**config.mk**
```make
export PLATFORM = sky130hd
export DESIGN_NAME = riscv_writeback_unit
export DESIGN_NICKNAME = d
export VERILOG_FILES = /design/src/rtl/riscv_writeback_unit.sv
export SDC_FILE = /design/constraint.sdc
export NUM_CORES = 1
export LEC_CHECK = 0
export BUFFER_PORTS_ARGS = -buffer_cell sky130_fd_sc_hd__buf_2
export CAP_MARGIN = 20
export CORE_UTILIZATION = 34
export DETAILED_ROUTE_END_ITERATION = 7
export GPL_TIMING_DRIVEN = 0
export HOLD_SLACK_MARGIN = 0.05
export PLACE_DENSITY = 0.56
export SYNTH_ARGS = -nofsm -noshare
export SYNTH_HDL_FRONTEND = slang
export SYNTH_SLANG_ARGS = --single-unit
```
**constraint.sdc**
```tcl
create_clock -name clk -period 4.2 [get_ports clk]
set_input_delay 0 -clock clk [delete_from_list [all_inputs] [get_ports clk]]
set_output_delay 0 -clock clk [all_outputs]
set_load 0.1 [all_outputs]
```
**src/rtl/riscv_writeback_unit.sv**
```systemverilog
// Register-file write-port arbiter: merges ALU results with queued load responses,
// formats load data by width/sign, suppresses x0 writes and exports pending-load registers.
module riscv_writeback_unit #(
  parameter int DEPTH        = 4,
  parameter int STARVE_LIMIT = 8
) (
  input  logic                     clk,
  input  logic                     rst,
  input  logic                     alu_valid_i,
  input  logic [4:0]               alu_rd_i,
  input  logic [31:0]              alu_result_i,
  output logic                     alu_stall_o,
  input  logic                     ld_valid_i,
  output logic                     ld_ready_o,
  input  logic [4:0]               ld_rd_i,
  input  logic [2:0]               ld_funct3_i,
  input  logic [1:0]               ld_addr_lo_i,
  input  logic [31:0]              ld_rdata_i,
  output logic                     wb_we_o,
  output logic [4:0]               wb_addr_o,
  output logic [31:0]              wb_data_o,
  output logic [31:0]              pend_mask_o,
  output logic [$clog2(DEPTH):0]   ld_count_o
);

  localparam int PW = $clog2(DEPTH);
  localparam int CW = PW + 1;
  localparam int AW = $clog2(STARVE_LIMIT + 1);

  logic [4:0]    entRd_q   [DEPTH];
  logic [2:0]    entF3_q   [DEPTH];
  logic [1:0]    entLo_q   [DEPTH];
  logic [31:0]   entData_q [DEPTH];
  logic [DEPTH-1:0] entVld_q;

  logic [PW-1:0] head_q, tail_q;
  logic [CW-1:0] count_q, count_d;
  logic [AW-1:0] age_q, age_d;
  logic          wbWe_q, wbWe_d;
  logic [4:0]    wbAddr_q, wbAddr_d;
  logic [31:0]   wbData_q, wbData_d;

  logic          fifoEmpty, pushEn, popEn, aluWrite;
  logic [4:0]    headRd;
  logic [2:0]    headF3;
  logic [1:0]    headLo;
  logic [31:0]   headData, fmtData;
  logic [7:0]    byteSel;
  logic [15:0]   halfSel;

  assign fifoEmpty   = (count_q == '0);
  assign ld_ready_o  = (count_q < CW'(DEPTH));
  assign alu_stall_o = (age_q == AW'(STARVE_LIMIT)) && !fifoEmpty;
  assign pushEn      = ld_valid_i && ld_ready_o;
  assign aluWrite    = !alu_stall_o && alu_valid_i && (alu_rd_i != 5'd0);
  // An rd==0 ALU result is consumed silently, so it leaves the port free for a pop.
  assign popEn       = !fifoEmpty && !aluWrite;

  assign headRd   = entRd_q[head_q];
  assign headF3   = entF3_q[head_q];
  assign headLo   = entLo_q[head_q];
  assign headData = entData_q[head_q];

  assign wb_we_o    = wbWe_q;
  assign wb_addr_o  = wbAddr_q;
  assign wb_data_o  = wbData_q;
  assign ld_count_o = count_q;

  always_comb begin
    byteSel = 8'(headData >> {headLo, 3'b000});
    halfSel = 16'(headData >> {headLo[1], 4'b0000});
    case (headF3)
      3'b000:  fmtData = {{24{byteSel[7]}}, byteSel};
      3'b001:  fmtData = {{16{halfSel[15]}}, halfSel};
      3'b100:  fmtData = {24'd0, byteSel};
      3'b101:  fmtData = {16'd0, halfSel};
      default: fmtData = headData;
    endcase
  end

  always_comb begin
    pend_mask_o = '0;
    for (int i = 0; i < DEPTH; i++) begin
      if (entVld_q[i]) pend_mask_o[entRd_q[i]] = 1'b1;
    end
    pend_mask_o[0] = 1'b0;
  end

  always_comb begin
    wbWe_d   = 1'b0;
    wbAddr_d = wbAddr_q;
    wbData_d = wbData_q;
    if (aluWrite) begin
      wbWe_d   = 1'b1;
      wbAddr_d = alu_rd_i;
      wbData_d = alu_result_i;
    end else if (popEn && (headRd != 5'd0)) begin
      wbWe_d   = 1'b1;
      wbAddr_d = headRd;
      wbData_d = fmtData;
    end

    count_d = count_q + CW'(pushEn) - CW'(popEn);

    // The age counter measures how long the current head has waited.
    if (popEn || fifoEmpty)                 age_d = '0;
    else if (age_q != AW'(STARVE_LIMIT))    age_d = age_q + AW'(1);
    else                                    age_d = age_q;
  end

  always_ff @(posedge clk or posedge rst) begin
    if (rst) begin
      head_q   <= '0;
      tail_q   <= '0;
      count_q  <= '0;
      age_q    <= '0;
      entVld_q <= '0;
      wbWe_q   <= 1'b0;
      wbAddr_q <= '0;
      wbData_q <= '0;
    end else begin
      count_q  <= count_d;
      age_q    <= age_d;
      wbWe_q   <= wbWe_d;
      wbAddr_q <= wbAddr_d;
      wbData_q <= wbData_d;
      if (popEn) begin
        entVld_q[head_q] <= 1'b0;
        head_q           <= head_q + PW'(1);
      end
      if (pushEn) begin
        entVld_q[tail_q] <= 1'b1;
        tail_q           <= tail_q + PW'(1);
      end
    end
  end

  always_ff @(posedge clk) begin
    if (pushEn) begin
      entRd_q[tail_q]   <= ld_rd_i;
      entF3_q[tail_q]   <= ld_funct3_i;
      entLo_q[tail_q]   <= ld_addr_lo_i;
      entData_q[tail_q] <= ld_rdata_i;
    end
  end

endmodule

```
==> results of run 1 <==
## sequential cells by signal, summed over array words and instances (netlist names)
register and cells:
entF3_q 12, entData_q 128, tail_q 2, entRd_q 20, wb_addr_o 5, entVld_q 4
entLo_q 8, wb_data_o 32, age_q 4, ld_count_o 3, wb_we_o 1, head_q 2
## cells in the final DEF, fill, tap and decap left out, drive strengths merged, types with 6 or more instances in the layout
| master | count |
|---|---|
| buf | 185 |
| edfxtp | 168 |
| dlygate4sd3 | 81 |
| nand2 | 62 |
| clkbuf | 60 |
| dfrtp | 53 |
| mux4 | 43 |
| o21ai | 42 |
| nor2 | 37 |
| inv | 18 |
| o22ai | 15 |
| nor3 | 15 |
| a21oi | 13 |
| a221o | 12 |
| nand3b | 11 |
| mux2i | 11 |
| or3 | 11 |
| a22oi | 11 |
| ha | 11 |
| o221ai | 10 |
| a2111oi | 10 |
| and3b | 9 |
| o211ai | 9 |
| a211oi | 8 |
| a211o | 8 |
| a2bb2oi | 8 |
| nand3 | 8 |
| o31ai | 7 |
| a22o | 7 |
| nor3b | 7 |
| nor4b | 6 |
## logic make-up (layout without fill, tap and decap cells)
kind of cell	after synthesis	count (layout)	share of synthesized area (%)
simple gates	190	190	9.96
buf+inv	66	352	2.99
xor+xnor	6	6	0.511
fa+ha+maj	12	12	1.53
mux	56	56	10.7
flops	221	221	61.9
compound gates	175	175	12.3
other cells	1	2	0.0365
## per-layer routing
layer | GRT usage [%] | share of wire, % | up-vias | wire (um)
met4 | 5.76 | 2.6 | 0 | 776
li1 | - | - | 3432 | -
met5 | 0 | 0 | - | 0
met1 | 25.6 | 43 | 3828 | 12900
met2 | 31.6 | 48 | 311 | 14400
met3 | 2.73 | 5.6 | 45 | 1650
## worst min path at each step
stage | from | to | slack [ns] | cells past startpoint
after floorplan | ld_rdata_i[0] | entData_q[0][0] | 0.1 | 0
after global placement | alu_result_i[29] | wb_data_o[29] | 0.21 | 3
after detailed placement | rst | wb_addr_o[1] | 0.02 | 2
after CTS | ld_valid_i | tail_q[0] | 0.07 | 4
after global routing | ld_valid_i | tail_q[0] | 0.13 | 4
final | ld_valid_i | tail_q[1] | 0.09 | 5
## synthesized netlist by cell type, types with 3 or more instances
cell type / n / area [um^2]
o221ai_1: 10 / 87.6
buf_1: 4 / 15.0
nand3b_1: 11 / 82.6
a221o_1: 12 / 120
dfrtp_1: 53 / 1330
a2111oi_0: 7 / 61.3
edfxtp_1: 168 / 5040
o211ai_1: 9 / 67.6
nor4b_1: 6 / 52.6
clkbuf_1: 25 / 93.8
a21oi_1: 13 / 65.1
o22ai_1: 15 / 93.8
nor3b_1: 7 / 52.6
a211o_1: 8 / 70.1
or3b_2: 5 / 43.8
or3_1: 11 / 68.8
buf_4: 4 / 30.0
o21ai_1: 17 / 85.1
buf_6: 4 / 45.0
and2_1: 4 / 25.0
o21ai_0: 25 / 125
a2bb2oi_1: 8 / 70.1
nor3_1: 13 / 65.1
inv_1: 17 / 63.8
nand3_1: 8 / 40.0
nand2_1: 62 / 233
nor2_1: 37 / 139
a22o_1: 7 / 61.3
a2111oi_1: 3 / 30.0
a22oi_1: 11 / 82.6
a21o_1: 4 / 30.0
a211oi_1: 8 / 60.1
ha_1: 11 / 138
mux4_2: 43 / 968
and3_1: 4 / 25.0
o31ai_1: 7 / 52.6
buf_2: 12 / 60.1
and3b_1: 9 / 78.8
mux2i_1: 11 / 110
xnor2_1: 5 / 43.8
## final cells by class
class,count,area (um^2)
sequential,221,6370
clock inverter,9,110
multi-input combinational,440,3610
clock buffer,35,672
buffer,49,244
antenna,1,2.50
fill,2711,16500
tap,390,488
timing repair buffer,242,1690
inverter,17,63.8
## worst reg2reg max path, stage by stage, from the launching register on
cell	delay [ns]
dfrtp_1	0.41
nor3_1	0.74
o221a_2	0.37
clkbuf_1	0.41
buf_1	0.50
o21ai_0	0.14
nand2_1	0.11
ha_1	0.16
fa_1	0.40
## report_power, final
| group | switching [mW] | total, mW | internal, mW |
|---|---|---|---|
| Sequential | 0.251 | 3.08 | 2.83 |
| Combinational | 3.39 | 4.77 | 1.37 |
| Clock | 0.840 | 2.08 | 1.24 |
| Total | 4.49 | 9.92 | 5.44 |
==> results.md, run 1 <==
* Critical path depth in cells at 8
* Die Footprint at between 30000 and 40000 um^2
* Setup crit end kind: flip-flop
* Min Clock Period, post-route at 3.36 ns
* Setup TNS at 0 ns
* Synth-to-layout area growth at 28.9%
* Slowest-stage cell, CP: nor3_1
* Count of final hold-check violations at 0
* Setup crit start: ld_count_o[1]
* Setup slack, reg-to-reg at roughly 0.84 ns
* Hold WS at 0.0904 ns
* Skew-Pair Late Insertion Delay at between 0.5 and 0.6 ns
* Crit Path Category: reg2reg
* All-Layer GR Usage at 18.9%
* Critical path's top delay family: buffers and inverters
* Num ports at about 160
* Max clock buf depth at 3
* Maximum vdd drop at 0.000307 V
* Prevailing post-synth register cell: edfxtp_1
* H-tree Lvls at 1
* First-pass GRT wire length at roughly 44 mm
* Critical Path Max Stage Delay at roughly 0.74 ns
* DRC Markers at 0
* Clk slew on worst S/H paths at ~0.060 ns
* Number of global-route vias before repair at about 7400
* Placed insts at between 1000 and 1500
* Core ar. at about 30000 um^2
* Final Power at 9.92 mW
* Synth Warn # at 0
* Number of DRC markers in iteration 0 at 707
* Worst setup SP type: flip-flop
* Reg2reg path depth at 8
* Drt wl/cell at 21.1 um
* Sequential element share of the synthesized area at between 60% and 70%
* Cts bufs inserted at 24
* Endpoints failing setup at 0
* Crit path capture: ld_count_o[1]
* Largest net degree at the start of global routing at 37
* Rel. slew slack at between 20% and 30%
* Cts repair resizes at 0
* Dpl cell area at roughly 12000 um^2
* Number of buffers and inverters on the critical path at 2
* Sink Count at between 200 and 250
* Clock Skews at roughly 0.011 ns
* EDFF count, synth at 168
* Worst-path cell chain: nor3_1, o221a_2, clkbuf_1, buf_1, o21ai_0, nand2_1, ha_1, fa_1
* Synth Cell Area at 10300 um^2
* Final Util at between 40% and 50%
* Critical Path Fanout Max at 10
* RePlAce Congestion at 0.867
* Layout Cells excl Fill at 1404
* RSZ-0062 raised after global routing: false
* Hpwl dp at approximately 21 mm
* Reg-to-Reg Start: ld_count_o[1]
* Hold buffers post-CTS at approximately 80
* Layout cells sized above 1 at 27.4%
* Port bufs at roughly 160
* FP Rows at 63
* Antenna-violating nets left at 0
* Yosys reg bits at 221
* Drt total wl at about 30 mm
* Vias at ~7600
* Starting density of the core at between 30% and 40%
* CTS tree: built
* Root buffer cell: clkbuf_16
* Post-Synthesis Cells at roughly 730
* Post-synthesis cell type count at just over 60
* Ys async rst share at roughly a quarter
* Worst setup margin at 0.844 ns
* Place WS at 0.820 ns
* Vias per Instance at between 5 and 6
* Critical path arrival at about 3.7 ns
* NumNets Final at 1090
* Lkg Pwr at just under 5 nW
* # Post-CTS Setup Buffers at 0
* Chip height at about 180 um
* Crit path required time at roughly 4.6 ns
* Outcome: complete, no violations
* Tcrit/Tclk final at around 80%
* 1st-pass router iterations at 5
* Synthesized area per cell at approximately 14 um^2
* Pwr dens at 749 nW/um^2
* DIE WIDTH at 176 um
* Gr ovfl total at 0
* Highest clock rate at slightly below 300 MHz
* Max-Cap Viols at 0
* Initial antenna violation count at 1
* Min-delay worst type: in2reg
* Synth Net Count at about 820
* Final Instance Area at around 13000 um^2
* Reg-to-Reg End: ld_count_o[1]
* Final Slew Violations at 0
* Tightest Pin Transition at about 1.1 ns
Note: power is estimated with default switching activity, not from simulation.
==> run 2: changes to the inputs <==
- PLACE_DENSITY: 0.56 -> 0.58
- clock period: 4.2 -> 3 ns (I/O delays scaled with it)
==> run 2 against run 1 <==
Against the previous run:
- clock-buffer cell count shrank 5
- critical endpoint is now wb_data_o[27]
- core utilization is essentially flat
- routed wire length grew 1.5%
- first-iteration DRC count grew 19%
- largest cell class unchanged
- sequential power grew 41%
==> results.md, run 2 (synthesized netlist as in run 1, its figures left out) <==
* Critical Path Max Stage Delay at between 0.5 and 0.6 ns
* Sink Count at between 200 and 250
* Final Slew Violations at 0
* Core ar. at just under 30000 um^2
* Clk slew on worst S/H paths at 0.06 ns
* Most frequent cells in the layout: buf_2, edfxtp_1, dlygate4sd3_1
* Max clock buf depth at 3
* DIE WIDTH at 176 um
* Hpwl dp at 20.9 mm
* Worst setup margin at about 0.11 ns
* Chip height at 176 um
* Cts bufs inserted at 24
* RSZ-0062 raised after global routing: false
* Filler cell count at about 2700
* Rel. slew slack at between 30% and 40%
* Min Clock Period, post-route at roughly 2.9 ns
* M2 GR Usage at a little under a third
* Reg-to-Reg Start: head_q[0]
* Max reg flops at 128
* Largest net degree at the start of global routing at 33
* Root buffer cell: clkbuf_16
* Tightest Pin Transition at 1.04 ns
* Lkg Pwr at a little under 5 nW
* Layout cells sized above 1 at around 30%
* Outcome: complete, no violations
* Crit path required time at approximately 3.5 ns
* Reg-to-Reg End: wb_data_o[27]
* Register with the most flip-flops: entData_q
* Gr ovfl total at 0
* Antenna-violating nets left at 0
* Count of final hold-check violations at 0
* Setup TNS at 0 ns
* Starting density of the core at between 30% and 40%
* Vias at ~7700
* Drt wl/cell at around 21 um
* DRC Markers at 0
* Initial antenna violation count at 1
* Dpl cell area at 11700 um^2
* Busiest grt layer: met2
* Worst-path cell chain: buf_6, buf_6, mux4_2, nor4_2, a211o_1, buf_2, a2111oi_1, o21ai_1
* CP most frequent cell: buf_6
* Crit path capture: wb_data_o[27]
* Pwr dens at approximately 1000 nW/um^2
* Vias per Instance at between 5 and 6
* Maximum vdd drop at between 0.0006 and 0.0007 V
* Setup crit start: head_q[0]
* Place WS at -0.0929 ns
* Clock Skews at approximately 0.034 ns
* Max-Cap Viols at 0
* Number of DRC markers in iteration 0 at roughly 840
* RePlAce Congestion at approximately 0.88
* Synth-to-layout area growth at 29.0%
* Highest clock rate at 346 MHz
* All-Layer GR Usage at 19.3%
* Critical path arrival at approximately 3.4 ns
* NumNets Final at approximately 1100
* Num ports at around 160
* Critical Path Fanout Max at 10
* Skew-Pair Late Insertion Delay at roughly 0.54 ns
* Endpoints failing setup at 0
* Die Footprint at approximately 31000 um^2
* Worst setup SP type: flip-flop
* Hold WS at about 0.055 ns
* Number of global-route vias before repair at 7330
* Met1 usage at 26.6%
* Area of the multi-input gates at approximately 3700 um^2
* Final Instance Area at between 10000 and 15000 um^2
* Met3 global-route usage at about 2.3%
* Crit Path Category: reg2reg
* First-pass GRT wire length at roughly 45 mm
* H-tree Lvls at 1
* Reg area at roughly 6400 um^2
* CTS tree: built
* Setup crit end kind: flip-flop
* Slowest-stage cell, CP: mux4_2
* Reg2reg path depth at 8
* Tcrit/Tclk final at between 90% and 100%
* Drt total wl at approximately 30 mm
* Min-delay worst type: in2async
* Setup slack, reg-to-reg at 0.11 ns
* 1st-pass router iterations at 6
* Port bufs at about 160
* FP Rows at between 60 and 70
## run 2: cell types whose count changed in the layout (fill, tap and decap cells not counted), sizes merged
cell      previous run  this run
inv                 18        17
clkinvlp             1         4
clkinv               5        10
buf                185       184
bufinv               2         0
clkbuf              60        56
## run 2: where the power goes
part	internal (mW)	switching, mW
logic	1.98	4.82
registers	3.97	0.362
clock network	1.49	1.21
total	7.43	6.39
## run 2: how the worst min path moves through the flow
| stage | from | endpoint | slack, ns | cells past startpoint |
|---|---|---|---|---|
| 2_1_floorplan | ld_rdata_i[0] | entData_q[0][0] | 0.1 | 0 |
| 3_3_place_gp | alu_result_i[30] | wb_data_o[30] | 0.21 | 3 |
| 3_5_place_dp | rst | wb_addr_o[2] | 0.08 | 2 |
| 4_1_cts | rst | head_q[1] | 0.05 | 3 |
| 5_1_grt | alu_valid_i | head_q[0] | 0.09 | 4 |
| 6_report | rst | wb_addr_o[0] | 0.05 | 3 |
## run 2: per-stage QoR
step / total power, mW / instances / utilization [%]
after floorplan: 9.29 / 727 / -
after global routing: 14.4 / 1404 / 44.7
after global placement: 10.9 / 1273 / 38.9
after detailed placement: 11.0 / 1278 / 39.3
after CTS: 13.8 / 1403 / 44.5
final: 13.8 / 1404 / 44.7
## run 2: cell type report
class | instances | share of cell area [%]
Tap cell | 390 | 3.68
Clock buffer | 30 | 4.70
Clock inverter | 14 | 0.707
Timing Repair Buffer | 242 | 12.7
Inverter | 17 | 0.481
Buffer | 49 | 1.88
Antenna cell | 1 | 0.0189
Multi-Input combinational cell | 440 | 27.8
Sequential cell | 221 | 48.0
## run 2: worst max-delay path, delay by kind of cell (launching register included)
kind	cells	cell delay (ns)
simple gates	1	0.31
compound gates	3	0.75
flops	1	0.41
buf+inv	3	0.74
mux	1	0.58
## run 2: timing repair
action	4_1_cts	5_1_grt
hold endpoints to repair	260	0
hold buffers	81	0
endpoints found under the setup margin	10	14
resized for setup	9	10
setup buffers	0	0
## run 2: metal layers
layer  wire length [um]  part of all wire (%)
met5                  0                     0
met4                691                   2.3
met3               1790                   5.9
met2              14400                    48
met1              13300                    44
